===== src/rtl/uart_pkg.sv =====
// Shared types and helpers for the UART emitter and its FIFO.
package uart_pkg;

  typedef enum logic [1:0] {
    PAR_NONE = 2'd0,
    PAR_ODD  = 2'd1,
    PAR_EVEN = 2'd2
  } parity_e;

  typedef enum logic [2:0] {
    StIdle   = 3'd0,
    StStart  = 3'd1,
    StData   = 3'd2,
    StParity = 3'd3,
    StStop   = 3'd4
  } state_e;

  // Serial bits in one frame: start + data + optional parity + stop.
  function automatic int unsigned frame_bits(input int unsigned data_bits,
                                             input int unsigned parity,
                                             input int unsigned stop_bits);
    int unsigned par_bits;
    par_bits = (parity != 0) ? 1 : 0;
    return 1 + data_bits + par_bits + stop_bits;
  endfunction

endpackage


===== src/rtl/uart_fifo.sv =====
// Synchronous circular-buffer FIFO; a pushed word is poppable the following cycle.
module uart_fifo #(
  parameter int unsigned WIDTH = 8,
  parameter int unsigned DEPTH = 4
) (
  input  logic                     clk_i,
  input  logic                     rst_i,
  input  logic                     push_i,
  input  logic [WIDTH-1:0]         din_i,
  input  logic                     pop_i,
  output logic [WIDTH-1:0]         dout_o,
  output logic [$clog2(DEPTH):0]   level_o,
  output logic                     full_o,
  output logic                     empty_o
);

  localparam int unsigned AW = $clog2(DEPTH);

  logic [WIDTH-1:0] mem_q [DEPTH];
  logic [AW-1:0]    wptr_q, wptr_d;
  logic [AW-1:0]    rptr_q, rptr_d;
  logic [AW:0]      count_q, count_d;
  logic             do_push, do_pop;

  assign full_o  = (count_q == (AW+1)'(DEPTH));
  assign empty_o = (count_q == '0);
  assign level_o = count_q;
  assign dout_o  = mem_q[rptr_q];

  assign do_push = push_i && !full_o;
  assign do_pop  = pop_i && !empty_o;

  // Power-of-two depth lets the pointers wrap by plain overflow.
  always_comb begin
    wptr_d  = wptr_q;
    rptr_d  = rptr_q;
    count_d = count_q;
    if (do_push) wptr_d = wptr_q + 1'b1;
    if (do_pop)  rptr_d = rptr_q + 1'b1;
    case ({do_push, do_pop})
      2'b10:   count_d = count_q + 1'b1;
      2'b01:   count_d = count_q - 1'b1;
      default: count_d = count_q;
    endcase
  end

  always_ff @(posedge clk_i) begin
    if (rst_i) begin
      wptr_q  <= '0;
      rptr_q  <= '0;
      count_q <= '0;
    end else begin
      wptr_q  <= wptr_d;
      rptr_q  <= rptr_d;
      count_q <= count_d;
    end
  end

  always_ff @(posedge clk_i) begin
    if (do_push) mem_q[wptr_q] <= din_i;
  end

endmodule


===== src/rtl/uart_emitter.sv =====
// UART transmitter: buffered write port feeding a frame serialiser with zero inter-frame gap.
module uart_emitter
  import uart_pkg::*;
#(
  parameter int unsigned CLK_DIV    = 16,
  parameter int unsigned DATA_BITS  = 8,
  parameter int unsigned PARITY     = 0,
  parameter int unsigned STOP_BITS  = 1,
  parameter int unsigned FIFO_DEPTH = 4
) (
  input  logic                          CLK,
  input  logic                          RST,
  input  logic [DATA_BITS:0]            wr_arg,
  output logic                          wr_ready,
  output logic                          tx,
  output logic                          busy,
  output logic [$clog2(FIFO_DEPTH):0]   fifo_level
);

  if (CLK_DIV < 2 || DATA_BITS < 5 || DATA_BITS > 9 || PARITY > 2 ||
      (STOP_BITS != 1 && STOP_BITS != 2) || FIFO_DEPTH < 2 ||
      (FIFO_DEPTH & (FIFO_DEPTH - 1)) != 0 ||
      frame_bits(DATA_BITS, PARITY, STOP_BITS) > 13) begin : g_param_check
    $fatal(1, "uart_emitter: illegal parameter combination");
  end

  localparam int unsigned TW = $clog2(CLK_DIV);
  localparam int unsigned BW = $clog2(DATA_BITS);
  localparam parity_e     ParMode = parity_e'(PARITY[1:0]);

  state_e               state_q, state_d;
  logic [TW-1:0]        timer_q, timer_d;
  logic [BW-1:0]        bit_idx_q, bit_idx_d;
  logic                 stop_cnt_q, stop_cnt_d;
  logic [DATA_BITS-1:0] shift_q, shift_d;
  logic                 parity_q, parity_d;
  logic                 tx_q, tx_d;

  logic                 wr_valid;
  logic [DATA_BITS-1:0] wr_data;
  logic                 fifo_push, fifo_full, fifo_empty;
  logic [DATA_BITS-1:0] fifo_dout;
  logic                 load;
  logic                 bit_end;
  logic                 par_calc;

  assign wr_valid  = wr_arg[DATA_BITS];
  assign wr_data   = wr_arg[DATA_BITS-1:0];
  assign wr_ready  = !RST && !fifo_full;
  assign fifo_push = wr_valid && wr_ready;

  uart_fifo #(
    .WIDTH (DATA_BITS),
    .DEPTH (FIFO_DEPTH)
  ) u_fifo (
    .clk_i   (CLK),
    .rst_i   (RST),
    .push_i  (fifo_push),
    .din_i   (wr_data),
    .pop_i   (load),
    .dout_o  (fifo_dout),
    .level_o (fifo_level),
    .full_o  (fifo_full),
    .empty_o (fifo_empty)
  );

  assign bit_end  = (timer_q == TW'(CLK_DIV - 1));
  assign par_calc = (ParMode == PAR_ODD) ? ~(^fifo_dout) : ^fifo_dout;

  always_comb begin
    state_d    = state_q;
    timer_d    = timer_q;
    bit_idx_d  = bit_idx_q;
    stop_cnt_d = stop_cnt_q;
    shift_d    = shift_q;
    parity_d   = parity_q;
    tx_d       = tx_q;
    load       = 1'b0;

    if (state_q != StIdle) begin
      timer_d = bit_end ? '0 : timer_q + 1'b1;
    end

    case (state_q)
      StIdle: begin
        tx_d = 1'b1;
        if (!fifo_empty) load = 1'b1;
      end
      StStart: begin
        if (bit_end) begin
          tx_d      = shift_q[0];
          shift_d   = shift_q >> 1;
          bit_idx_d = '0;
          state_d   = StData;
        end
      end
      StData: begin
        if (bit_end) begin
          if (bit_idx_q == BW'(DATA_BITS - 1)) begin
            if (ParMode != PAR_NONE) begin
              tx_d    = parity_q;
              state_d = StParity;
            end else begin
              tx_d       = 1'b1;
              stop_cnt_d = 1'b0;
              state_d    = StStop;
            end
          end else begin
            tx_d      = shift_q[0];
            shift_d   = shift_q >> 1;
            bit_idx_d = bit_idx_q + 1'b1;
          end
        end
      end
      StParity: begin
        if (bit_end) begin
          tx_d       = 1'b1;
          stop_cnt_d = 1'b0;
          state_d    = StStop;
        end
      end
      StStop: begin
        if (bit_end) begin
          if (stop_cnt_q != 1'(STOP_BITS - 1)) begin
            stop_cnt_d = stop_cnt_q + 1'b1;
          end else if (!fifo_empty) begin
            // Chain straight into the next start bit.
            load = 1'b1;
          end else begin
            state_d = StIdle;
          end
        end
      end
      default: state_d = StIdle;
    endcase

    if (load) begin
      shift_d  = fifo_dout;
      parity_d = par_calc;
      tx_d     = 1'b0;
      timer_d  = '0;
      state_d  = StStart;
    end
  end

  always_ff @(posedge CLK) begin
    if (RST) begin
      state_q    <= StIdle;
      timer_q    <= '0;
      bit_idx_q  <= '0;
      stop_cnt_q <= 1'b0;
      shift_q    <= '0;
      parity_q   <= 1'b0;
      tx_q       <= 1'b1;
    end else begin
      state_q    <= state_d;
      timer_q    <= timer_d;
      bit_idx_q  <= bit_idx_d;
      stop_cnt_q <= stop_cnt_d;
      shift_q    <= shift_d;
      parity_q   <= parity_d;
      tx_q       <= tx_d;
    end
  end

  assign tx   = tx_q;
  assign busy = (state_q != StIdle) || (fifo_level != '0);

endmodule


===== config.mk =====
export PLATFORM = sky130hd
export DESIGN_NAME = uart_emitter
export DESIGN_NICKNAME = d
export VERILOG_FILES = /design/src/rtl/uart_pkg.sv /design/src/rtl/uart_fifo.sv /design/src/rtl/uart_emitter.sv
export SDC_FILE = /design/constraint.sdc
export NUM_CORES = 1
export LEC_CHECK = 0
export CAP_MARGIN = 30
export CORE_MARGIN = 4
export CORE_UTILIZATION = 55
export CTS_CLUSTER_SIZE = 28
export DETAILED_ROUTE_END_ITERATION = 7
export HOLD_SLACK_MARGIN = 0.15
export PLACE_DENSITY = 0.75
export SETUP_SLACK_MARGIN = 0.05
export SYNTH_ARGS = -nofsm -noshare
export SYNTH_HDL_FRONTEND = slang
export SYNTH_SLANG_ARGS = --single-unit

===== constraint.sdc =====
create_clock -name CLK -period 5.4 [get_ports CLK]
set_input_delay 0.81 -clock CLK [delete_from_list [all_inputs] [get_ports CLK]]
set_output_delay 0.81 -clock CLK [all_outputs]
set_load 0.1 [all_outputs]

==> flow_metrics.py <==
metrics = {
    "outcome": {
        "status": "finished clean",
    },
    "worst_setup_path": {
        "cp-start-kind": "primary input",
        "required_ns": 4.59,
        "r2r_slack_ns": 2.74,
        "crit_arrival_ns": 2.71,
        "reg2reg_from": "timer_q[0]",
        "cp-end-kind": "primary output",
        "setup.worst_path.start": "RST",
        "path_max_fanout": 26,
        "critical_path_class": "primary input to primary output",
    },
    "routing": {
        "wl_mm": 4.316,
        "drtPass1Iterations": 4,
        "drt_iter0_drc": 72,
        "via_count": 1610,
        "drc_errors": 0,
        "vias_per_cell": 5.590,
        "final_antenna_net_count": 0,
        "post_drt_wl_per_cell_um": 14.99,
    },
    "cells_and_area": {
        "fin_area_mm2": 0.002967,
        "antenna_cells": 0,
        "drive_gt1_frac": 0.1271,
        "layout-area-overhead-vs-synth_pct": 15.66,
        "fin_nets": 251,
    },
    "synthesis": {
        "ys_warn_count": 0,
        "ys_seq_area_frac": 0.5932,
        "ys_seq_elements": 60,
        "postSynthCellCount": 213,
        "syn_nets": 233,
        "synth_cell_types": 40,
        "syn_avg_cell_area_um2": 12.04,
        "syn_area_mm2": 0.002565,
    },
    "hold_path": {
        "min_path_type": "flip-flop to flip-flop",
        "hold_start": "bit_idx_q[1]",
    },
    "global_route": {
        "grt_start_max_net_pins": 27,
        "grt_pass1_wl_mm": 7.376,
        "grtUsageTotal": 0.1634,
        "grt_pass1_vias": 1573,
        "antenna_found_initial": 0,
        "grt-ovfl-total": 0,
    },
    "sta": {
        "hold_viol_final": 0,
        "tightest_slew_ns": 0.9674,
        "rsz0062_at_grt": "no",
        "finalSetupViolCount": 0,
        "finalCritPeriodShare": 0.6524,
        "tns_ns": 0,
        "period_minus_slack_ns": 3.523,
        "max-slew-margin-rel": 0.3531,
        "setup_ws_ns": 1.877,
        "finClkSkew_ns": 0.003841,
        "drv_slew": 0,
        "fmax_mhz": 283.9,
    },
    "cts": {
        "cts_tree": "done",
        "clockBufferDepth": 2,
        "cts_sinks": 60,
        "post-cts-setup-buffers": 0,
        "clk_pin_slew_ns": 0.07,
        "cts.repair.resized": 0,
        "cts_hold_buf": 0,
        "cts_max_level": 3,
        "worstSkewPairLatency_ns": 0.34,
        "cts_buffers": 9,
        "ctsRootBufferMaster": "clkbuf_8",
    },
    "place": {
        "dp_hpwl_mm": 2.786,
        "dp_slack_ns": 1.870,
        "port_buffers": 16,
        "gp_congestion": 0.8312,
        "place_area_mm2": 0.002744,
    },
    "floorplanning": {
        "die-area_mm2": 0.005820,
        "die_width_um": 76.29,
        "num_io_pins": 17,
        "initial_core_util": 0.5771,
        "core_area_mm2": 0.004444,
        "num_rows": 24,
        "die_y_um": 76.29,
    },
    "power_and_ir_drop": {
        "power.density_mw_per_mm2": 517.6,
        "power_leakage_nw": 1.020,
        "ir_worst_vdd_mv": 0.3154,
    },
    "run": {
        "drv_cap": 0,
    },
}
[path summary, 6_finish.rpt]
kind / end / cells after the start
min: bit_idx_q[1] / 2
max: wr_ready / 4
min reg2reg: bit_idx_q[1] / 2
max reg2reg: u_fifo.level_o[2] / 10
[logic make-up after synthesis]
kind of cell | after synthesis | share of synthesized area
buffers and inverters | 22 | 0.03853
multiplexers | 8 | 0.07024
flip-flops | 60 | 0.5932
XOR/XNOR | 5 | 0.01708
AND/OR/NAND/NOR | 72 | 0.1341
adder cells (fa/ha/maj) | 9 | 0.04683
AO/OA/AOI/OAI | 37 | 0.09999
[critical path: stages]
cell             delay, ns
clkdlybuf4s50_1       0.40
buf_4                 0.22
a21oi_1               0.14
clkdlybuf4s50_1       1.14
[layer usage]
metal,global-route usage,share of wire,up-vias
met5,0,0,-
met4,0.08333,0.020,0
met3,0.05437,0.038,11
met2,0.2654,0.49,31
met1,0.1934,0.45,760
li1,-,-,808
[per-stage QoR]
step                      cells    util  hold slack [ns]  power (mW)
after global routing        288  0.6675           0.4755       1.617
final                       288  0.6675           0.4581       1.536
after detailed placement    272  0.6174           0.4494       1.098
after floorplan             213       -           0.4356       1.006
after CTS                   288  0.6675           0.4592       1.546
after global placement      272  0.6174           0.4521       1.085
[registers in the layout (all words and copies together) (netlist names), named ones only]
signal / cells
bit_idx_q: 3
shift_q: 8
state_q: 3
timer_q: 4
tx: 1
u_fifo.level_o: 3
u_fifo.mem_q: 32
u_fifo.rptr_q: 2
u_fifo.wptr_q: 2
[final cells by class]
cell class / count / area (µm²)
multi-input cells: 131 / 944.7
clock buffers: 9 / 123.9
clock inverters: 7 / 98.84
fillers: 342 / 1478
inverters: 12 / 45.04
well taps: 52 / 65.06
flip-flops and latches: 60 / 1521
repair buffers: 17 / 167.7
[where the power goes]
group          total (mW)  internal [mW]  switching (mW)  leakage (nW)
combinational       0.474          0.168           0.306         0.390
clock               0.450          0.263           0.187         0.110
sequential          0.612          0.551          0.0610         0.520
[Yosys cell counts, drive strengths merged]
cell     n  area [µm²]
edfxtp  32       960.9
dfxtp   28       560.5
nand2   26       97.59
nor2    20       75.07
a21oi   15       75.07
inv     12       45.04
ha       8       100.1
mux4     8       180.2
a311oi   7       67.56
buf      7       42.54
o21ai    6       30.02
nand3    5       25.02
or3      5       36.28
and2     4       25.02
a211oi   3       27.52
clkbuf   3       11.26
nor3     3       15.01
xor2     3       26.28
nand3b   2       15.01
nor3b    2       20.02
o22ai    2       12.51
xnor2    2       17.52
a22oi    1       7.510
and3     1       6.260
and4b    1       10.01
fa       1       20.02
nand2b   1       6.260
nor2b    1       6.260
nor4     1       6.260
o211ai   1       21.27
o21a     1       7.510
o31ai    1       7.510
[placed cells by master, fill, tap and decap left out, types with 5 or more instances in the layout]
master,count
a21oi_1,15
a311oi_1,6
clkbuf_8,9
clkdlybuf4s50_1,16
dfxtp_1,28
edfxtp_1,32
ha_1,8
inv_1,12
mux4_2,8
nand2_1,26
nand3_1,5
nor2_1,20
o21ai_0,5
(Power assumes the default switching activity.)
